--- config.mk ---
export PLATFORM = sky130hd
export DESIGN_NAME = boa_stage_mem_flat
export DESIGN_NICKNAME = d
export VERILOG_FILES = /design/src/rtl/boa_stage_mem_if.sv /design/src/rtl/boa_stage_mem.sv /design/src/flat_wrapper.sv
export SDC_FILE = /design/constraint.sdc
export NUM_CORES = 1
export LEC_CHECK = 0
export CAP_MARGIN = 20
export CORE_UTILIZATION = 39
export DETAILED_ROUTE_END_ITERATION = 8
export PLACE_DENSITY = 0.78
export RECOVER_POWER = 50
export SETUP_SLACK_MARGIN = 0.15
export SLEW_MARGIN = 10
export SYNTH_ARGS = -nofsm -noshare
export SYNTH_HDL_FRONTEND = slang
export SYNTH_SLANG_ARGS = --single-unit
--- constraint.sdc ---
create_clock -name clk -period 2.2 [get_ports clk]
set_input_delay 0.22 -clock clk [delete_from_list [all_inputs] [get_ports clk]]
set_output_delay 0.22 -clock clk [all_outputs]
set_load 0.01 [all_outputs]
--- src/rtl/boa_stage_mem_if.sv ---
// Single-port data bus between the MEM stage (master) and data memory (slave).
// One access per cycle; an access completes in a cycle with bus_ready high.
interface boa_stage_mem_if;
  logic        bus_re;
  logic [3:0]  bus_we;
  logic [31:2] bus_addr;
  logic [31:0] bus_wdata;
  logic [31:0] bus_rdata;
  logic        bus_ready;

  modport master (
    output bus_re,
    output bus_we,
    output bus_addr,
    output bus_wdata,
    input  bus_rdata,
    input  bus_ready
  );

  modport slave (
    input  bus_re,
    input  bus_we,
    input  bus_addr,
    input  bus_wdata,
    output bus_rdata,
    output bus_ready
  );
endinterface

--- src/rtl/boa_stage_mem.sv ---
// Boa32 MEM stage: holds the EX/MEM barrier, performs loads/stores on the data bus,
// aligns load data and raises access traps before handing results to writeback.
module boa_stage_mem (
  input  logic                  clk,
  input  logic                  rst,
  input  logic                  clear,

  input  logic                  d_valid,
  input  logic [31:1]           d_pc,
  input  logic [31:0]           d_insn,
  input  logic                  d_use_rd,
  input  logic [31:0]           d_rs1_val,
  input  logic [31:0]           d_rs2_val,
  input  logic                  d_trap,
  input  logic [3:0]            d_cause,

  output logic                  q_valid,
  output logic [31:1]           q_pc,
  output logic [31:0]           q_insn,
  output logic                  q_use_rd,
  output logic [31:0]           q_rd_val,
  output logic                  q_trap,
  output logic [3:0]            q_cause,

  boa_stage_mem_if.master       bus,

  input  logic                  fw_stall_mem,
  output logic                  fw_rd,
  output logic                  stall_req
);

  localparam logic [4:0] OpLoad  = 5'b00000;
  localparam logic [4:0] OpStore = 5'b01000;

  typedef enum logic [0:0] {StIdle, StDone} state_e;

  state_e      state_q, state_d;
  logic        valid_q, use_rd_q, trap_q;
  logic [31:1] pc_q;
  logic [31:0] insn_q, rs1_val_q, rs2_val_q, hold_q;
  logic [3:0]  cause_q;
  logic        hold_en;

  logic        is_load, is_store, is_mem;
  logic [2:0]  funct3;
  logic [1:0]  size;
  logic [31:0] addr;
  logic        misaligned, illegal, trap_any, req;
  logic [3:0]  we_mask;
  logic [31:0] wdata;
  logic [31:0] ld_src, ld_data;
  logic [7:0]  ld_byte;
  logic [15:0] ld_half;

  always_ff @(posedge clk) begin
    if (rst) begin
      state_q   <= StIdle;
      valid_q   <= 1'b0;
      trap_q    <= 1'b0;
      pc_q      <= '0;
      insn_q    <= '0;
      use_rd_q  <= 1'b0;
      rs1_val_q <= '0;
      rs2_val_q <= '0;
      cause_q   <= '0;
      hold_q    <= '0;
    end else begin
      state_q <= state_d;
      if (!fw_stall_mem) begin
        valid_q   <= d_valid;
        pc_q      <= d_pc;
        insn_q    <= d_insn;
        use_rd_q  <= d_use_rd;
        rs1_val_q <= d_rs1_val;
        rs2_val_q <= d_rs2_val;
        trap_q    <= d_trap;
        cause_q   <= d_cause;
      end
      if (hold_en) begin
        hold_q <= bus.bus_rdata;
      end
    end
  end

  always_comb begin
    is_load    = insn_q[6:2] == OpLoad;
    is_store   = insn_q[6:2] == OpStore;
    is_mem     = is_load || is_store;
    funct3     = insn_q[14:12];
    size       = insn_q[13:12];
    addr       = rs1_val_q;
    misaligned = is_mem && (((size == 2'b10) && (addr[1:0] != 2'b00)) ||
                            ((size == 2'b01) && addr[0]));
    illegal    = (is_load && ((funct3 == 3'b011) || (funct3 == 3'b110) || (funct3 == 3'b111))) ||
                 (is_store && funct3[2]);
    trap_any   = trap_q || illegal || misaligned;
    req        = valid_q && is_mem && !trap_any && !clear && (state_q == StIdle);
  end

  always_comb begin
    we_mask = 4'b1111;
    wdata   = rs2_val_q;
    case (size)
      2'b00: begin
        we_mask = 4'b0001 << addr[1:0];
        wdata   = {4{rs2_val_q[7:0]}};
      end
      2'b01: begin
        we_mask = 4'b0011 << addr[1:0];
        wdata   = {2{rs2_val_q[15:0]}};
      end
      default: ;
    endcase
  end

  // Once the access has completed under a stall, the hold register stands in for the bus.
  always_comb begin
    ld_src  = (state_q == StDone) ? hold_q : bus.bus_rdata;
    ld_byte = ld_src[{addr[1:0], 3'b000} +: 8];
    ld_half = addr[1] ? ld_src[31:16] : ld_src[15:0];
    case (funct3)
      3'b000:  ld_data = {{24{ld_byte[7]}}, ld_byte};
      3'b001:  ld_data = {{16{ld_half[15]}}, ld_half};
      3'b100:  ld_data = {24'h000000, ld_byte};
      3'b101:  ld_data = {16'h0000, ld_half};
      default: ld_data = ld_src;
    endcase
  end

  always_comb begin
    state_d = state_q;
    hold_en = 1'b0;
    unique case (state_q)
      StIdle: begin
        if (req && bus.bus_ready && fw_stall_mem) begin
          state_d = StDone;
          hold_en = 1'b1;
        end
      end
      StDone: begin
        if (clear || !fw_stall_mem) begin
          state_d = StIdle;
        end
      end
      default: state_d = StIdle;
    endcase
  end

  always_comb begin
    bus.bus_re    = req && is_load;
    bus.bus_we    = (req && is_store) ? we_mask : 4'b0000;
    bus.bus_addr  = addr[31:2];
    bus.bus_wdata = wdata;

    stall_req = req && !bus.bus_ready;

    q_valid  = valid_q && !clear && !stall_req;
    q_pc     = pc_q;
    q_insn   = insn_q;
    q_use_rd = use_rd_q;
    q_rd_val = is_load ? ld_data : rs1_val_q;
    q_trap   = !clear && valid_q && trap_any;
    if (trap_q) begin
      q_cause = cause_q;
    end else if (illegal) begin
      q_cause = 4'd2;
    end else if (misaligned) begin
      q_cause = is_load ? 4'd4 : 4'd6;
    end else begin
      q_cause = cause_q;
    end

    fw_rd = valid_q && use_rd_q && !is_store &&
            (!is_load || bus.bus_ready || (state_q == StDone));
  end

endmodule

--- src/flat_wrapper.sv ---
// flat-port wrapper written by rule: the top's interface ports become plain ports
module boa_stage_mem_flat 
  (clk, rst, clear, d_valid, d_pc, d_insn, d_use_rd, d_rs1_val, d_rs2_val, d_trap, d_cause, q_valid, q_pc, q_insn, q_use_rd, q_rd_val, q_trap, q_cause, fw_stall_mem, fw_rd, stall_req, bus_bus_re, bus_bus_we, bus_bus_addr, bus_bus_wdata, bus_bus_rdata, bus_bus_ready);
  boa_stage_mem_if bus_i ();
  input  logic clk;
  input  logic rst;
  input  logic clear;
  input  logic d_valid;
  input  logic [31:1] d_pc;
  input  logic [31:0] d_insn;
  input  logic d_use_rd;
  input  logic [31:0] d_rs1_val;
  input  logic [31:0] d_rs2_val;
  input  logic d_trap;
  input  logic [3:0] d_cause;
  output logic q_valid;
  output logic [31:1] q_pc;
  output logic [31:0] q_insn;
  output logic q_use_rd;
  output logic [31:0] q_rd_val;
  output logic q_trap;
  output logic [3:0] q_cause;
  input  logic fw_stall_mem;
  output logic fw_rd;
  output logic stall_req;
  output wire logic [$bits(bus_i.bus_re)-1:0] bus_bus_re;
  output wire logic [$bits(bus_i.bus_we)-1:0] bus_bus_we;
  output wire logic [$bits(bus_i.bus_addr)-1:0] bus_bus_addr;
  output wire logic [$bits(bus_i.bus_wdata)-1:0] bus_bus_wdata;
  input wire logic [$bits(bus_i.bus_rdata)-1:0] bus_bus_rdata;
  input wire logic [$bits(bus_i.bus_ready)-1:0] bus_bus_ready;
  assign bus_bus_re = bus_i.bus_re;
  assign bus_bus_we = bus_i.bus_we;
  assign bus_bus_addr = bus_i.bus_addr;
  assign bus_bus_wdata = bus_i.bus_wdata;
  assign bus_i.bus_rdata = bus_bus_rdata;
  assign bus_i.bus_ready = bus_bus_ready;
  boa_stage_mem u_core (.clk(clk), .rst(rst), .clear(clear), .d_valid(d_valid), .d_pc(d_pc), .d_insn(d_insn), .d_use_rd(d_use_rd), .d_rs1_val(d_rs1_val), .d_rs2_val(d_rs2_val), .d_trap(d_trap), .d_cause(d_cause), .q_valid(q_valid), .q_pc(q_pc), .q_insn(q_insn), .q_use_rd(q_use_rd), .q_rd_val(q_rd_val), .q_trap(q_trap), .q_cause(q_cause), .bus(bus_i), .fw_stall_mem(fw_stall_mem), .fw_rd(fw_rd), .stall_req(stall_req));
endmodule
==> results_dict.tcl, run 1 <==
set metrics [dict create \
    status "finished with violations" \
    violations "capacitance limit, slew limit, setup timing" \
    rsz0062_at_grt "yes" \
    drcViolationCount 0 \
    synth_top_area_share 0.424 \
    clock_sinks 167 \
    portBuffers 341 \
    final_nets 1449 \
    max_cap_violations 1 \
    grt_pass1_vias 7649 \
    syn_area_per_cell_um2 8.72 \
    p_leak_nw 5.70 \
    drtIter0Drc 344 \
    crit_type "flip-flop to flip-flop" \
    period_minus_slack_ns 2.67 \
    finalSetupViolations 75 \
    yosys_register_bits 167 \
    path_clk_slew_ns 0.07 \
    antenna_found_initial 2 \
    clock_skew_ns 0.0159 \
    syn_inst 905 \
    drive_above_1_share 0.266 \
    ff2ff_path_depth 9 \
    die_w_um 144 \
    grt_pass1_wl_mm 41.9 \
    power_density_nw_per_um2 653 \
    preCtsSetupSlack_ns -0.547 \
    final_common_cell "clkdlybuf4s50_1" \
    r2r_start "u_core.q_insn[2]$_SDFFE_PP0N_" \
    worstHoldPathType "primary input to flip-flop" \
    synth_top_family_by_area "multiplexers" \
    wl_mm 29.4 \
    clk_path_buf_depth 2 \
    synthXorXnorAreaFrac 0 \
    ys_types 41 \
    cp_max_fo 8 \
    endpoint_kind "flip-flop" \
    hold_violations 0 \
    seq_area_frac_synth 0.424 \
    synth_fa_ha_area_frac 0 \
    vias_per_cell 5.13 \
    start_util 0.402 \
    wl_per_cell_um 18.8 \
    rows 51 \
    ir_drop_mv 0.497 \
    fin_crit_sh 1.21 \
    p_switching_mw 2.44 \
    power_frac_comb 0.245 \
    track_usage 0.269 \
    areaGrowthSynthToFinish_pct 70.4 \
    io_pins 342 \
    synth_area_um2 7890 \
    final_cell_mix "270 x clkdlybuf4s50_1, 163 x nor2_1, 159 x dfxtp_1" \
    yosysTopAreaCell "dfxtp_1" \
    p_clk_frac 0.381 \
    setup_ws_ns -0.467 \
    yosysWarnings 0 \
    synth_compound_area_frac 0.0862 \
    crit_path_end "u_core.hold_q[26]$_SDFFE_PP0P_" \
    power_frac_seq 0.374 \
    timing.fmax_mhz 375 \
    route.antenna.remaining_nets 0 \
    setup_tns_ns -25.73 \
    cts_tree "built" \
    cts_buffers 17 \
    cts_root_buffer "clkbuf_16" \
    design.die.area_um2 20800 \
    place_area_um2 11900 \
    p_int_mw 6.34 \
    min_path_cells 2 \
    final-max-slew-violation-count 57 \
    critPathLaunchType "flip-flop" \
    routabilityCongestion 0.911 \
    hold_start "rst" \
    synthMuxAreaShare 0.252 \
    gr-total-overflow 0 \
    crit_arrival_ns 2.94 \
    n_fill_cell 1557 \
    tightest_slew_ns 1.93 \
    dr.pass1.iters 5 \
    clk_latency_ns 0.43 \
    dieHeight_um 144 \
    core_um2 19700 \
    grt_max_degree 80 \
    cp-startpoint "u_core.q_insn[2]$_SDFFE_PP0N_" \
    synth_area_leaders "dfxtp_1 42%, mux2i_1 20%, nor2_1 8.4%" \
    htree_num_levels 4 \
    synth_nets 1076 \
    vias 8000 \
    cp.required_ns 2.47 \
    post_synth_and_or_nand_nor_area_fraction 0.164 \
    netSwitchingFraction 0.278 \
    reg2reg_slack_ns -0.47 \
    dpl.hpwl_mm 20.2 \
    fin_area_um2 13500 \
    r2r_end "u_core.hold_q[26]$_SDFFE_PP0P_" \
    timing.slew.headroom -0.287 \
]
[synth_stat cells]
library cell	n
a21oi_2	1
nor4_1	2
inv_1	4
o22ai_1	1
nand3b_1	2
nand2b_1	10
buf_6	3
mux2_2	40
clkbuf_1	37
and3_1	2
buf_1	21
a21oi_1	52
nor3_1	7
clkinv_1	1
nor2_1	177
and2_1	1
dfxtp_1	167
mux2i_1	154
o21ai_0	28
or4_4	1
o22a_1	1
a22oi_1	1
o311a_1	1
o21ai_1	1
nand4_1	1
a31oi_1	22
buf_4	38
nor2b_1	6
a22o_1	2
nand4bb_1	1
or4_1	2
buf_2	6
o41a_1	1
o221ai_1	1
a21boi_0	1
o41ai_1	1
nand3_1	6
nand2_1	96
a221oi_1	4
o31ai_1	1
nor4_2	1
[layer usage]
metal	GRT usage	share of wire	wire, um	vias to the layer above
li1	-	-	-	3802
met1	0.296	0.38	11100	3793
met2	0.471	0.50	14600	340
met3	0.0881	0.087	2550	65
met4	0.118	0.037	1090	0
met5	0	0	0	-
[critical path: stages (launching register included)]
cell and delay (ns):
dfxtp_2 0.32, or4_4 0.54, buf_6 0.14, buf_6 0.11, or4_4 0.43, or4_4 0.52
buf_12 0.18, buf_16 0.15, nand2_2 0.06, a21oi_1 0.06
[power by group through the flow]
stage / Combinational [mW] / Sequential, mW / Clock, mW
after floorplan: 0.835 / 3.35 / 0
after global placement: 1.94 / 3.34 / 0
after detailed placement: 1.97 / 3.35 / 0
after CTS: 2.00 / 3.28 / 3.41
after global routing: 2.29 / 3.30 / 3.52
final: 2.15 / 3.29 / 3.34
[stage by stage]
| stage | instances | util | power, mW | hold slack, ns |
|---|---|---|---|---|
| 2_1_floorplan | 905 | - | 4.18 | 0.360 |
| 3_3_place_gp | 1488 | 0.604 | 5.28 | 0.438 |
| 3_5_place_dp | 1488 | 0.604 | 5.32 | 0.445 |
| 4_1_cts | 1543 | 0.661 | 8.69 | 0.260 |
| 5_1_grt | 1557 | 0.684 | 9.11 | 0.276 |
| 6_report | 1558 | 0.684 | 8.78 | 0.281 |
[worst min-delay path by stage]
stage | to
after floorplan | u_core.hold_q[0]$_SDFFE_PP0P_
after global placement | u_core.hold_q[1]$_SDFFE_PP0P_
after detailed placement | u_core.hold_q[0]$_SDFFE_PP0P_
after CTS | u_core.addr[20]$_SDFFE_PP0N_
after global routing | u_core.addr[23]$_SDFFE_PP0N_
final | u_core.addr[20]$_SDFFE_PP0N_
[timing repair]
action / 4_1_cts / 5_1_grt
resized for setup: 312 / 111
gates cloned: 6 / 2
hold buffers: 0 / 0
endpoints found under the setup margin: 102 / 91
setup buffers: 17 / 11
pin swaps: 19 / 30
[cell families (layout without fill, tap and decap cells)]
| group | after synthesis | in the layout |
|---|---|---|
| AND/OR/NAND/NOR | 315 | 315 |
| buffers and inverters | 110 | 496 |
| AO/OA/AOI/OAI | 119 | 119 |
| flip-flops | 167 | 167 |
| other | 0 | 2 |
| multiplexers | 194 | 194 |
[sequential cells by signal (all words and copies together) (netlist names)]
signal,cells
u_core.q_use_rd,1
u_core.state_q,1
u_core.valid_q,1
u_core.q_insn,32
u_core.cause_q,4
u_core.hold_q,32
u_core.rs2_val_q,32
u_core.q_pc,31
u_core.trap_q,1
u_core.addr,32
[layout make-up]
| type | count | area (um2) | area share |
|---|---|---|---|
| inverter | 5 | 21.3 | 0.00158 |
| timing repair buffer | 459 | 4570 | 0.339 |
| clock inverter | 14 | 228 | 0.0169 |
| antenna | 2 | 5.00 | 0.000372 |
| multi-input combinational | 628 | 4510 | 0.335 |
| sequential | 167 | 3360 | 0.250 |
| tap | 265 | 332 | 0.0246 |
| clock buffer | 18 | 429 | 0.0319 |
No activity file was read; power rests on OpenSTA's default activity.
==> run 2: changes to the inputs <==
--- a/config.mk
+++ b/config.mk
@@ -6,9 +6,10 @@
 export NUM_CORES = 1
 export LEC_CHECK = 0
 export CAP_MARGIN = 20
-export CORE_UTILIZATION = 39
+export CORE_UTILIZATION = 40
+export CTS_BUF_LIST = sky130_fd_sc_hd__clkbuf_8
 export DETAILED_ROUTE_END_ITERATION = 8
-export PLACE_DENSITY = 0.78
+export PLACE_DENSITY_LB_ADDON = 0.08
 export RECOVER_POWER = 50
 export SETUP_SLACK_MARGIN = 0.15
 export SLEW_MARGIN = 10
==> run 2 against run 1 <==
The run ends with setup timing left. Via count shrank 4.3%. Largest cell class unchanged. Hold slack lost 0.098 ns. Critical path depth is the same. Die area shrank 2.5%. Sequential share of layout area grew 1.4 points.
==> results_dict.tcl, run 2 (synthesis results as in run 1) <==
set metrics [dict create \
    antennaDiodeCount 0 \
    wl_mm 27.0 \
    drcViolationCount 0 \
    clock_sinks 167 \
    cts_tree "built" \
    htree_num_levels 4 \
    clock_skew_ns 0.0116 \
    clk_path_buf_depth 2 \
    final_cell_mix "269 x clkdlybuf4s50_1, 162 x nor2_1, 160 x dfxtp_1" \
    path_clk_slew_ns 0.11 \
    drtIter0Drc 288 \
    tightest_slew_ns 0.646 \
    power_density_nw_per_um2 600 \
    timing.fmax_mhz 380 \
    netSwitchingFraction 0.312 \
    final_common_cell "clkdlybuf4s50_1" \
    p_int_mw 5.26 \
    route.antenna.remaining_nets 0 \
    hold_violations 0 \
    areaGrowthSynthToFinish_pct 61.3 \
    vias 7658 \
    finalSetupViolations 75 \
    final-max-slew-violation-count 0 \
    critPathLaunchType "flip-flop" \
    dieHeight_um 142 \
    timing.slew.headroom 0.569 \
    portBuffers 341 \
    die_w_um 142 \
    vias_per_cell 4.94 \
    wl_per_cell_um 17.4 \
    rsz0062_at_grt "yes" \
    start_util 0.407 \
    worstHoldPathType "primary input to flip-flop" \
    crit_arrival_ns 2.41 \
    utilization 0.656 \
    power_frac_seq 0.430 \
    cts_buffers 17 \
    crit_type "flip-flop to output port" \
    grt_util_met1 0.290 \
    setup_ws_ns -0.431 \
    clk_latency_ns 0.47 \
    rows 51 \
    max_cap_violations 0 \
    cp.required_ns 1.98 \
    grt_pass1_vias 7456 \
    io_pins 342 \
    cp_max_fo 8 \
    globalRouteMet2Util 0.464 \
    ir_drop_mv 0.576 \
    endpoint_kind "output port" \
    antenna_found_initial 0 \
    final_nets 1444 \
    status "finished with violations" \
    grt_util_met3 0.0898 \
    busiest_layer "met2" \
    grt_max_degree 87 \
    core_um2 19400 \
    instances_no_fill 1551 \
    post-place-cells 1493 \
    cts_root_buffer "clkbuf_8" \
    preCtsSetupSlack_ns -0.385 \
    dr.pass1.iters 4 \
    dpl.hpwl_mm 19.4 \
    design.die.area_um2 20300 \
    grt_pass1_wl_mm 40.4 \
    fin_crit_sh 1.20 \
    power_frac_comb 0.276 \
    p_leak_nw 5.36 \
    setup_tns_ns -26.39 \
    timing.hold.ws_ns 0.182 \
    p_clk_frac 0.295 \
    p_switching_mw 2.39 \
    gr-total-overflow 0 \
    hold_buffers 0 \
    period_minus_slack_ns 2.63 \
    routabilityCongestion 0.821 \
    violations "setup timing" \
    drive_above_1_share 0.239 \
    track_usage 0.260 \
]
run 2: changes by cell type in the layout (fill, tap and decap cells not counted), moves of 11 or more:
| cell | change |
|---|---|
| clkbuf_2 | +13 |
| clkbuf_8 | +18 |
| nand2_4 | -21 |
| a21oi_1 | +21 |
| clkbuf_16 | -17 |
| a21oi_2 | -18 |
| nand2_1 | +32 |
| nand2_2 | -11 |
run 2: power by group through the flow:
stage               Clock, mW  Sequential [mW]  Combinational [mW]
detailed placement          0             3.35                1.94
floorplan                   0             3.35               0.835
global placement            0             3.34                1.93
finish                   2.25             3.28                2.11
CTS                      2.31             3.28                2.01
global route             2.45             3.30                2.25
run 2: area by class of cell:
| cell class | instances | area (um2) |
|---|---|---|
| clock buffers | 18 | 248 |
| clock inverters | 14 | 153 |
| fillers | 1697 | 6670 |
| inverters | 5 | 21.3 |
| multi-input cells | 628 | 4250 |
| flip-flops and latches | 167 | 3360 |
| well taps | 265 | 332 |
| repair buffers | 454 | 4370 |
run 2: worst max-delay path: stages (launching register included):
cell and delay (ns):
dfxtp_2 0.34, or4_4 0.54, buf_6 0.14, nor2_4 0.14
buf_12 0.13, buf_12 0.13, clkbuf_16 0.15, nor2_2 0.04
a31oi_1 0.16, buf_2 0.16
run 2: worst paths after layout:
check	startpoint	slack (ns)	end	cells past startpoint
worst max-delay path	u_core.q_insn[6]$_SDFFE_PP0N_	-0.43	q_rd_val[19]	9
worst min-delay path	fw_stall_mem	0.18	u_core.q_insn[29]$_SDFFE_PP0N_	3
worst max register to register	u_core.q_insn[6]$_SDFFE_PP0N_	-0.41	u_core.hold_q[25]$_SDFFE_PP0P_	9
worst min register to register	u_core.hold_q[1]$_SDFFE_PP0P_	0.46	u_core.hold_q[1]$_SDFFE_PP0P_	2
run 2: stage by stage:
stage / total power [mW] / instance area, um2
2_1_floorplan: 4.18 / 7930
3_3_place_gp: 5.27 / 11900
3_5_place_dp: 5.29 / 11900
4_1_cts: 7.60 / 12400
5_1_grt: 8.00 / 12700
6_report: 7.64 / 12700
run 2: timing repair:
| action | 4_1_cts | 5_1_grt |
|---|---|---|
| endpoints found under the setup margin | 102 | 87 |
| pin swaps | 12 | 20 |
| gates cloned | 3 | 2 |
| setup buffers | 14 | 7 |
| gates resized for setup | 291 | 113 |
run 2: per-layer routing:
metal / wire [um] / vias to the layer above
met1: 10700 / 3597
met4: 502 / 0
met5: 0 / -
met3: 2090 / 32
li1: - / 3778
met2: 13700 / 251
==> run 3: changes to the inputs <==
--- a/config.mk
+++ b/config.mk
@@ -9,7 +9,8 @@
 export CORE_UTILIZATION = 40
 export CTS_BUF_LIST = sky130_fd_sc_hd__clkbuf_8
 export DETAILED_ROUTE_END_ITERATION = 8
-export PLACE_DENSITY_LB_ADDON = 0.08
+export GPL_TIMING_DRIVEN = 1
+export PLACE_DENSITY_LB_ADDON = 0.2
 export RECOVER_POWER = 50
 export SETUP_SLACK_MARGIN = 0.15
 export SLEW_MARGIN = 10
==> run 3 against run 2 <==
The flow finishes with violations (capacitance limit, slew limit, setup timing). Critical path depth unchanged. First-iteration DRC count up 92%. Sequential share of layout area decreased by 1.9 points. Non-clock buffer count is 6 higher. Wire length up 14%. Die area stayed put. Critical path type is now flip-flop to flip-flop. Largest cell class unchanged. Largest power group unchanged. Highest routed layer unchanged.
==> results_dict.tcl, run 3 (synthesis results as in run 1) <==
set metrics [dict create \
    timing.fmax_mhz 377 \
    path_clk_slew_ns 0.10 \
    areaGrowthSynthToFinish_pct 74.1 \
    finalSetupViolations 83 \
    drive_above_1_share 0.296 \
    clock_skew_ns 0.0170 \
    endpoint_kind "flip-flop" \
    die_w_um 142 \
    clk_latency_ns 0.46 \
    p_leak_nw 5.60 \
    clk_path_buf_depth 2 \
    setup_tns_ns -25.27 \
    drtIter0Drc 553 \
    hold_start "rst" \
    rows 51 \
    cp.required_ns 2.53 \
    crit_arrival_ns 2.99 \
    final_cell_mix "269 x clkdlybuf4s50_1, 160 x dfxtp_1, 159 x nor2_1" \
    design.die.area_um2 20300 \
    critPathLaunchType "flip-flop" \
    timing.slew.headroom -0.378 \
    power_density_nw_per_um2 572 \
    hold_buffers 0 \
    crit_type "flip-flop to flip-flop" \
    vias 8106 \
    utilization 0.708 \
    antennaDiodeCount 0 \
    n_fill_cell 1478 \
    dr.pass1.iters 5 \
    grt_pass1_vias 7857 \
    grt_pass1_wl_mm 43.5 \
    htree_num_levels 4 \
    portBuffers 341 \
    drcViolationCount 0 \
    hold_violations 0 \
    dieHeight_um 142 \
    core_um2 19400 \
    setup_ws_ns -0.452 \
    max_cap_violations 1 \
    cts_buffers 17 \
    final_common_cell "clkdlybuf4s50_1" \
    post-place-cells 1471 \
    final_nets 1450 \
    cts_tree "built" \
    period_minus_slack_ns 2.65 \
    worstHoldPathType "primary input to flip-flop" \
    violations "capacitance limit, slew limit, setup timing" \
    cts_root_buffer "clkbuf_8" \
    instances_no_fill 1557 \
    ir_drop_mv 0.368 \
    tightest_slew_ns 2.07 \
    route.antenna.remaining_nets 0 \
    track_usage 0.284 \
    final-max-slew-violation-count 63 \
    rsz0062_at_grt "yes" \
    status "finished with violations" \
    io_pins 342 \
    r2r_start "u_core.q_insn[2]$_SDFFE_PP0N_" \
    clock_sinks 167 \
    cp_max_fo 8 \
    gr-total-overflow 0 \
    routabilityCongestion 0.865 \
    start_util 0.407 \
    wl_mm 30.6 \
    fin_crit_sh 1.21 \
    dpl.hpwl_mm 19.2 \
    antenna_found_initial 0 \
    wl_per_cell_um 19.7 \
    grt_max_degree 74 \
    vias_per_cell 5.21 \
    cp-startpoint "u_core.q_insn[2]$_SDFFE_PP0N_" \
]
run 3: cell count changes in the layout (fill, tap and decap cells not counted), sizes merged:
cell and delta:
dlygate4sd2 +1, bufbuf +2, clkdlybuf4s15 +10, buf +3, dlymetal6s2s +1, clkinv -1
inv +2, clkbuf -12
run 3: where the power goes:
part / switching, mW / internal [mW]
clock network: 1.32 / 0.835
registers: 0.119 / 3.17
logic: 1.05 / 1.36
total: 2.49 / 5.37
run 3: repair_timing:
| item | CTS | global route |
|---|---|---|
| gates resized for setup | 414 | 133 |
| cloned | 15 | 2 |
| buffers inserted | 30 | 7 |
| endpoints found under the setup margin | 102 | 97 |
| hold endpoints to repair | 0 | 0 |
| pin swaps | 31 | 22 |
run 3: area by class of cell:
cell class / instances / area [um2] / area share
well taps: 265 / 332 / 0.0241
flip-flops and latches: 167 / 3360 / 0.245
inverters: 5 / 18.8 / 0.00137
clock buffers: 17 / 234 / 0.0170
clock inverters: 15 / 135 / 0.00983
multi-input cells: 628 / 4820 / 0.351
repair buffers: 460 / 4840 / 0.352
run 3: path summary, 6_finish.rpt:
path / to / slack [ns] / depth (start not counted)
max reg2reg: u_core.hold_q[17]$_SDFFE_PP0P_ / -0.45 / 9
min reg2reg: u_core.hold_q[0]$_SDFFE_PP0P_ / 0.48 / 2
min: u_core.addr[20]$_SDFFE_PP0N_ / 0.24 / 2
max: u_core.hold_q[17]$_SDFFE_PP0P_ / -0.45 / 9
run 3: per-stage QoR:
step           hold slack [ns]  power [mW]  worst slack [ns]  area, um2
2_1_floorplan            0.360        4.18           -0.0185       7930
3_3_place_gp             0.438        5.24            -0.367      11700
3_5_place_dp             0.448        5.26            -0.422      11700
4_1_cts                  0.207        7.68            -0.410      13200
5_1_grt                  0.226        8.19            -0.524      13700
6_report                 0.239        7.86            -0.452      13700
run 3: critical path, cell delays in order, from the launching register on:
cell	delay (ns)
dfxtp_2	0.33
or4_4	0.55
buf_6	0.15
buf_6	0.11
or4_4	0.43
or4_4	0.50
buf_6	0.17
buf_16	0.15
nand2_2	0.08
a21oi_1	0.07
run 3: layer usage:
metal	global-route usage	share of wire	vias up
met5	0	0	-
met1	0.322	0.38	3889
li1	-	-	3807
met3	0.0868	0.080	63
met4	0.126	0.034	0
met2	0.488	0.50	347
